`src/rtl/ifu_fetch_ctrl.sv`:
```
// ifu_fetch_ctrl: fetch stage between the next-PC unit and decode.
// Owns the architectural PC, issues req/ack reads to instruction memory,
// buffers one instruction toward decode and handles flush/redirect,
// including draining a memory response that was already in flight.
// Optional feature macro: IFU_MISALIGN_TRAP_EN (misaligned-PC fetch fault).
module ifu_fetch_ctrl #(
    parameter logic [31:0] PC_RESET = 32'h0000_3000,
    parameter int          CNT_W    = 32
) (
    input  logic             clk,
    input  logic             reset,
    input  logic [31:0]      npc,
    output logic [31:0]      pc,
    input  logic             flush,
    input  logic [31:0]      flush_pc,
    output logic             im_req,
    output logic [31:0]      im_addr,
    input  logic             im_ack,
    input  logic [31:0]      im_rdata,
    output logic [31:0]      instr,
    output logic             instr_valid,
    input  logic             instr_ready,
    output logic             fetch_err,
    output logic [CNT_W-1:0] fetch_cnt
);

    typedef enum logic [1:0] {
        S_REQ   = 2'd0,
        S_HOLD  = 2'd1,
        S_DRAIN = 2'd2
    } state_t;

    state_t             state_q, state_d;
    logic [31:0]        pc_q, pc_d;
    logic [31:0]        req_addr_q, req_addr_d;
    logic [31:0]        instr_q, instr_d;
    logic               instr_valid_q, instr_valid_d;
    logic               fetch_err_q, fetch_err_d;
    logic [CNT_W-1:0]   fetch_cnt_q, fetch_cnt_d;
    logic               misalign;

`ifdef IFU_MISALIGN_TRAP_EN
    // A misaligned PC in S_REQ is trapped locally instead of going to memory.
    assign misalign = (pc_q[1:0] != 2'b00);
    assign im_addr  = req_addr_q;
`else
    // Without the trap, misaligned addresses are silently word-aligned.
    assign misalign = 1'b0;
    assign im_addr  = req_addr_q & 32'hFFFF_FFFC;
`endif

    // Request is live while fetching or draining, never during reset.
    assign im_req = !reset &&
                    (((state_q == S_REQ) && !misalign) || (state_q == S_DRAIN));

    assign pc          = pc_q;
    assign instr       = instr_q;
    assign instr_valid = instr_valid_q;
    assign fetch_err   = fetch_err_q;
    assign fetch_cnt   = fetch_cnt_q;

    // Next-state logic; flush takes priority over everything in every state.
    always_comb begin
        state_d       = state_q;
        pc_d          = pc_q;
        req_addr_d    = req_addr_q;
        instr_d       = instr_q;
        instr_valid_d = instr_valid_q;
        fetch_err_d   = fetch_err_q;
        fetch_cnt_d   = fetch_cnt_q;

        case (state_q)
            S_REQ: begin
                if (flush) begin
                    pc_d = flush_pc;
                    if (im_ack || misalign) begin
                        req_addr_d = flush_pc;
                    end else begin
                        state_d = S_DRAIN;
                    end
                end else if (misalign) begin
                    instr_d       = 32'h0;
                    instr_valid_d = 1'b1;
                    fetch_err_d   = 1'b1;
                    state_d       = S_HOLD;
                end else if (im_ack) begin
                    instr_d       = im_rdata;
                    instr_valid_d = 1'b1;
                    fetch_err_d   = 1'b0;
                    state_d       = S_HOLD;
                end
            end
            S_HOLD: begin
                if (flush) begin
                    instr_valid_d = 1'b0;
                    fetch_err_d   = 1'b0;
                    pc_d          = flush_pc;
                    req_addr_d    = flush_pc;
                    state_d       = S_REQ;
                end else if (instr_ready) begin
                    instr_valid_d = 1'b0;
                    fetch_err_d   = 1'b0;
                    pc_d          = npc;
                    req_addr_d    = npc;
                    fetch_cnt_d   = fetch_cnt_q + CNT_W'(1);
                    state_d       = S_REQ;
                end
            end
            S_DRAIN: begin
                if (flush) begin
                    pc_d = flush_pc;
                end
                if (im_ack) begin
                    req_addr_d = pc_d;
                    state_d    = S_REQ;
                end
            end
            default: begin
                state_d = S_REQ;
            end
        endcase
    end

    // State and datapath registers with asynchronous reset.
    always_ff @(posedge clk or posedge reset) begin
        if (reset) begin
            state_q       <= S_REQ;
            pc_q          <= PC_RESET;
            req_addr_q    <= PC_RESET;
            instr_q       <= 32'h0;
            instr_valid_q <= 1'b0;
            fetch_err_q   <= 1'b0;
            fetch_cnt_q   <= '0;
        end else begin
            state_q       <= state_d;
            pc_q          <= pc_d;
            req_addr_q    <= req_addr_d;
            instr_q       <= instr_d;
            instr_valid_q <= instr_valid_d;
            fetch_err_q   <= fetch_err_d;
            fetch_cnt_q   <= fetch_cnt_d;
        end
    end

endmodule
```
`config.mk`:
```
export PLATFORM = sky130hd
export DESIGN_NAME = ifu_fetch_ctrl
export DESIGN_NICKNAME = d
export VERILOG_FILES = /design/src/rtl/ifu_fetch_ctrl.sv
export SDC_FILE = /design/constraint.sdc
export NUM_CORES = 1
export LEC_CHECK = 0
export CORE_UTILIZATION = 45
export CTS_CLUSTER_SIZE = 25
export DETAILED_ROUTE_END_ITERATION = 16
export GPL_TIMING_DRIVEN = 0
export PLACE_DENSITY = 0.92
export SYNTH_ARGS = -nofsm -noshare
export SYNTH_HDL_FRONTEND = slang
export SYNTH_SLANG_ARGS = --single-unit
export TNS_END_PERCENT = 100
```
`constraint.sdc`:
```
create_clock -name clk -period 4.8 [get_ports clk]
set_input_delay 0.96 -clock clk [delete_from_list [all_inputs] [get_ports clk]]
set_output_delay 0.96 -clock clk [all_outputs]
set_load 0.01 [all_outputs]
```
== After elaboration in Yosys (flattened, before gate mapping) ==
Cells that the tools add are included.

* Add/sub/neg operators: 1
* Eq/ne operators: 9
* Multiplexer cells: 23
* Bitwise operators: 1
* Reduce and logical (&&, ||, !) cells: 14

{| class="wikitable"
|+ Operators by type and width
! cell !! count
|-
| $mux 32 || 6
|-
| $pmux 32 s3 || 1
|-
| $pmux 32 s2 || 1
|-
| $add 32x1->32 const B || 1
|-
| $mux 2 || 6
|-
| $ne 3x3->1 const B || 3
|-
| $ne 2x2->1 const B || 4
|-
| $reduce_and 4->1 || 2
|-
| $mux 1 || 6
|-
| $pmux 2 s3 || 1
|-
| $reduce_and 3->1 || 2
|-
| $reduce_and 5->1 || 1
|-
| $pmux 1 s2 || 2
|-
| $reduce_bool 2->1 || 2
|-
| $reduce_bool 3->1 || 1
|-
| $eq 2x1->1 const B || 1
|-
| $eq 2x2->1 const B || 1
|-
| $logic_not 2->1 || 1
|-
| $reduce_and 2->1 || 1
|-
| $reduce_or 2->1 || 1
|-
| $logic_and 1x1->1 || 1
|-
| $logic_not 1->1 || 1
|-
| $logic_or 1x1->1 || 1
|-
| $not 1->1 || 1
|}

* Register bits: 132
* Bits of input ports: 101
* Output and inout port bits: 131
* Logic and storage cells: 55

== Logic depth before layout (Yosys ltp) ==
* Word-level depth: 4
* Depth in mapped cells: 9

== Worst setup path before layout ==
OpenSTA, ideal clock, no wires.

* Path kind: register -> output
* Start: reg state_q[0]
* End: out im_req
* Arrival time: 1495 ps
* Data required time: 3840 ps
* Setup slack: 2345 ps
* Cell stages (with the launch flop): 8
* Buffers on the path: 3
* Cell sequence: dfrtp_1 -> inv_1 -> ha_1 -> clkbuf_1 -> nor2_1 -> buf_2 -> buf_2 -> nor2_1

* Cells in the longest elaborated chain, start to end: 3

{| class="wikitable"
|+ Ends and longest elaborated chain
! what !! RTL line !! RTL
|-
| start: declaration || 33 || <nowiki>state_t state_q, state_d;</nowiki>
|-
| start signal: assignment || 135 || <nowiki>state_q <= state_d;</nowiki>
|-
| $eq 2x2->1 / $logic_not 2->1 (equally long branches) || 54 || <nowiki>(((state_q == S_REQ) && !misalign) || (state_q == S_DRAIN));</nowiki>
|-
| $logic_or 1x1->1 (*) || 54 ||
|-
| $logic_and 1x1->1 (*) || 53 || <nowiki>assign im_req = !reset &&</nowiki>
|-
| end: declaration || 16 || <nowiki>output logic im_req,</nowiki>
|}

Mark *: on every way between the ends. The rest lies on a longest branch, timed or not.

== Worst setup path after layout ==
Same ends and word-level chain as after synthesis.

==> summary.txt <==
Status
  • Status: completed

Logic synthesis
  • Post-synthesis sequential area ratio: 51.78%
  • Synth Instances: 544
  • Synth Area in Compound Gates: 16.73%
  • Synth top area cells: dfrtp_1 (50%), o2bb2ai_1 (6.9%), mux2_1 (5.8%)
  • Avg Cell Area, Syn: 11.48 um^2
  • Cell Area, Synth: 6243 um^2
  • Mux contribution to synthesized area: 11.36%
  • Main combinational cell family by area after synthesis: compound AO/OA/AOI/OAI gates
  • Synth Register Bits: 129
  • Library cells used by synthesis: 43
  • Yosys top cell by area: dfrtp_1
  • Synth Area in Simple Gates: 10.96%
  • Synth warnings: 0
  • Async SR Flop Fraction: 100.0%
  • Synth Area in Adders: 1.002%
  • Top cell type's share of synthesized area: 50.10%
  • Post-Synth XOR/XNOR Area: 4.349%
  • Ys flop type: dfrtp_1
  • Number of synthesized flops with an enable pin: 0

Floorplan
  • Die area: 14350 um^2
  • Row Count: 42
  • Initial core utilization: 46.59%
  • Die width: 119.8 um
  • I/O pin total: 232
  • Height of the die: 119.8 um
  • Placeable Area: 13400 um^2

Clock tree
  • Root Buffer: clkbuf_16
  • CTS Sinks: 129
  • Inserted Clock Buffers: 17
  • CTS max path bufs: 2
  • H-tree Lvls: 4
  • Hold_buf cts: 0
  • Clock Pin Slew Worst Setup and Hold Paths: 60 ps
  • CTS tree: yes
  • Worst-Skew Late Latency: 410 ps
  • Resized Gates After CTS: 0
  • Setup Fix Bufs, Post-CTS: 0

Placed design
  • Port-buffer cells: 228
  • Routability-driven placement congestion ratio: 0.8753
  • Placement Cell Area: 8786 um^2
  • HPWL after DPL: 13.49 mm

Worst setup path
  • Crit path max fanout: 10
  • Crit end category: output pin
  • CP Cell Sequence: inv_1, ha_1, clkbuf_1, nor2_1, buf_2, buf_2, nor2_1, clkdlybuf4s50_1
  • Worst Path Buf+Inv: 5
  • WP data required: 3840 ps
  • Reg2reg setup slack: 2420 ps
  • Max incr delay on CP: 480 ps
  • Kind of cell adding the most delay to the critical path: buffers and inverters
  • Critical path's slowest cell: clkdlybuf4s50_1
  • CP startpoint kind: register
  • Crit path DAT: 2870 ps
  • Critical path type: reg2out

Finish
  • Antenna Cells: 0
  • Core Util, Final: 70.07%
  • Layout Nets: 900
  • Synthesis-to-finish area growth: 50.40%
  • Final Cell Area: 9390 um^2
  • Fraction of layout cells with a size suffix above 1: 11.77%

Routing
  • Routed vias/inst: 5.759
  • Routed WL: 18.97 mm
  • Routed length per instance: 19.30 um
  • DRC: 0
  • Via count: 5661
  • Post-DRT Antenna Nets: 0
  • DR pass1 iterations: 5
  • First DRT Iteration DRCs: 438

GRT
  • GRT Util Overall: 27.61%
  • Maximum number of pins on one net before global-route repair: 85
  • First-pass GRT wire length: 30.37 mm
  • Vias in the first global route: 5709
  • GR Overflow Total: 0
  • Initial antenna violation count: 0

Min path
  • Worst min-delay path class: reg2reg

Timing
  • Slew Limit Fails: 0
  • Worst slew pin tran: 653.9 ps
  • Rel. slew slack: 56.41%
  • Final Hold Fails: 0
  • FMAX: 261.3 MHz
  • Crit share post-route: 79.73%
  • Total Neg Setup Slack: 0 ps
  • Tmin final: 3827 ps
  • Final setup viols: 0
  • Fin Clk Skew: 5.864 ps
  • RSZ-0062 raised after global routing: false

Power
  • Pleak: 3.872 nW
  • Pwr dens: 606.4 nW/um^2
  • Maximum VDD drop: 0.3904 mV

Flow run
  • Max cap viols: 0
-- registers in the layout (all words and copies together) (netlist names), named ones only --
name and flops:
state_q 2, req_addr_q 30, instr_valid 1, instr 32, pc 30, fetch_cnt 32
-- through the flow --
step / setup WS (ps) / hold WS [ps] / power (mW) / cells
6_report: 972.8 / 475.9 / 5.694 / 983
3_3_place_gp: -1467 / 462.8 / 4.279 / 950
3_5_place_dp: 1451 / 476.9 / 4.366 / 951
2_1_floorplan: 405.6 / 497.1 / 3.031 / 546
4_1_cts: 1009 / 485.6 / 5.709 / 983
5_1_grt: 818.4 / 505.4 / 5.982 / 983
-- where the power goes --
part / internal, mW / total (mW) / switching (mW) / leakage [nW]
Clock: 0.830 / 1.32 / 0.486 / 0.285
Sequential: 1.52 / 1.82 / 0.294 / 1.59
Combinational: 1.35 / 2.56 / 1.21 / 2.00
Total: 3.71 / 5.69 / 1.99 / 3.87
-- cell usage after synthesis (all sizes together), types with 3 or more instances --
cell / n
or2: 3
xor2: 8
nor3: 3
mux2: 63
or3: 12
dfrtp: 125
clkbuf: 26
xnor2: 23
o21ai: 8
nand2: 12
o2bb2ai: 49
inv: 10
and3: 28
nand3: 15
o22ai: 25
a21oi: 32
nor2: 12
a22oi: 31
ha: 5
nand4: 14
buf: 19
dfstp: 4
-- logic make-up after synthesis --
group | count (synthesis)
AND/OR/NAND/NOR | 112
other | 1
multiplexers | 63
adder cells (fa/ha/maj) | 5
XOR/XNOR | 31
AO/OA/AOI/OAI | 148
flip-flops | 129
buffers and inverters | 55
-- worst paths after layout --
check | start | endpoint | cells after the start
min in group asynchronous | reset | async pin | 2
setup reg to reg | state_q[1] | pc[18] | 8
hold reg to reg | fetch_cnt[31] | fetch_cnt[31] | 1
setup / recovery | state_q[0] | im_req | 8
max in group asynchronous | reset | pc[12] | 3
hold / removal | fetch_cnt[31] | fetch_cnt[31] | 1
-- placed cells by master, fill, tap and decap left out, types with 11 or more instances in the layout --
cell / instances
a21oi_1: 32
and3_1: 28
xnor2_1: 23
mux2_1: 32
clkbuf_1: 27
buf_2: 13
or3_1: 12
a22oi_1: 31
mux2_2: 31
clkbuf_16: 17
o2bb2ai_1: 49
clkdlybuf4s50_1: 228
nand3_1: 14
nor2_1: 11
o22ai_1: 25
nand2_1: 12
dfrtp_1: 125
nand4_1: 14
-- metal layers --
metal | track usage [%] | part of all wire (%) | vias up
met5 | 0 | 0 | -
met4 | 13.67 | 3.6 | 0
met3 | 8.365 | 8.1 | 60
met2 | 44.98 | 49 | 300
met1 | 33.17 | 39 | 2754
li1 | - | - | 2547
-- layout make-up --
| class | count | area (um^2) |
|---|---|---|
| flip-flops and latches | 129 | 3233 |
| fillers | 948 | 4010 |
| inverters | 10 | 42.54 |
| well taps | 176 | 220.2 |
| repair buffers | 229 | 2310 |
| multi-input cells | 362 | 2784 |
| clock buffers | 19 | 442.9 |
| plain buffers | 45 | 196.4 |
| clock inverters | 13 | 161.4 |
No activity file was read; power rests on OpenSTA's default activity.
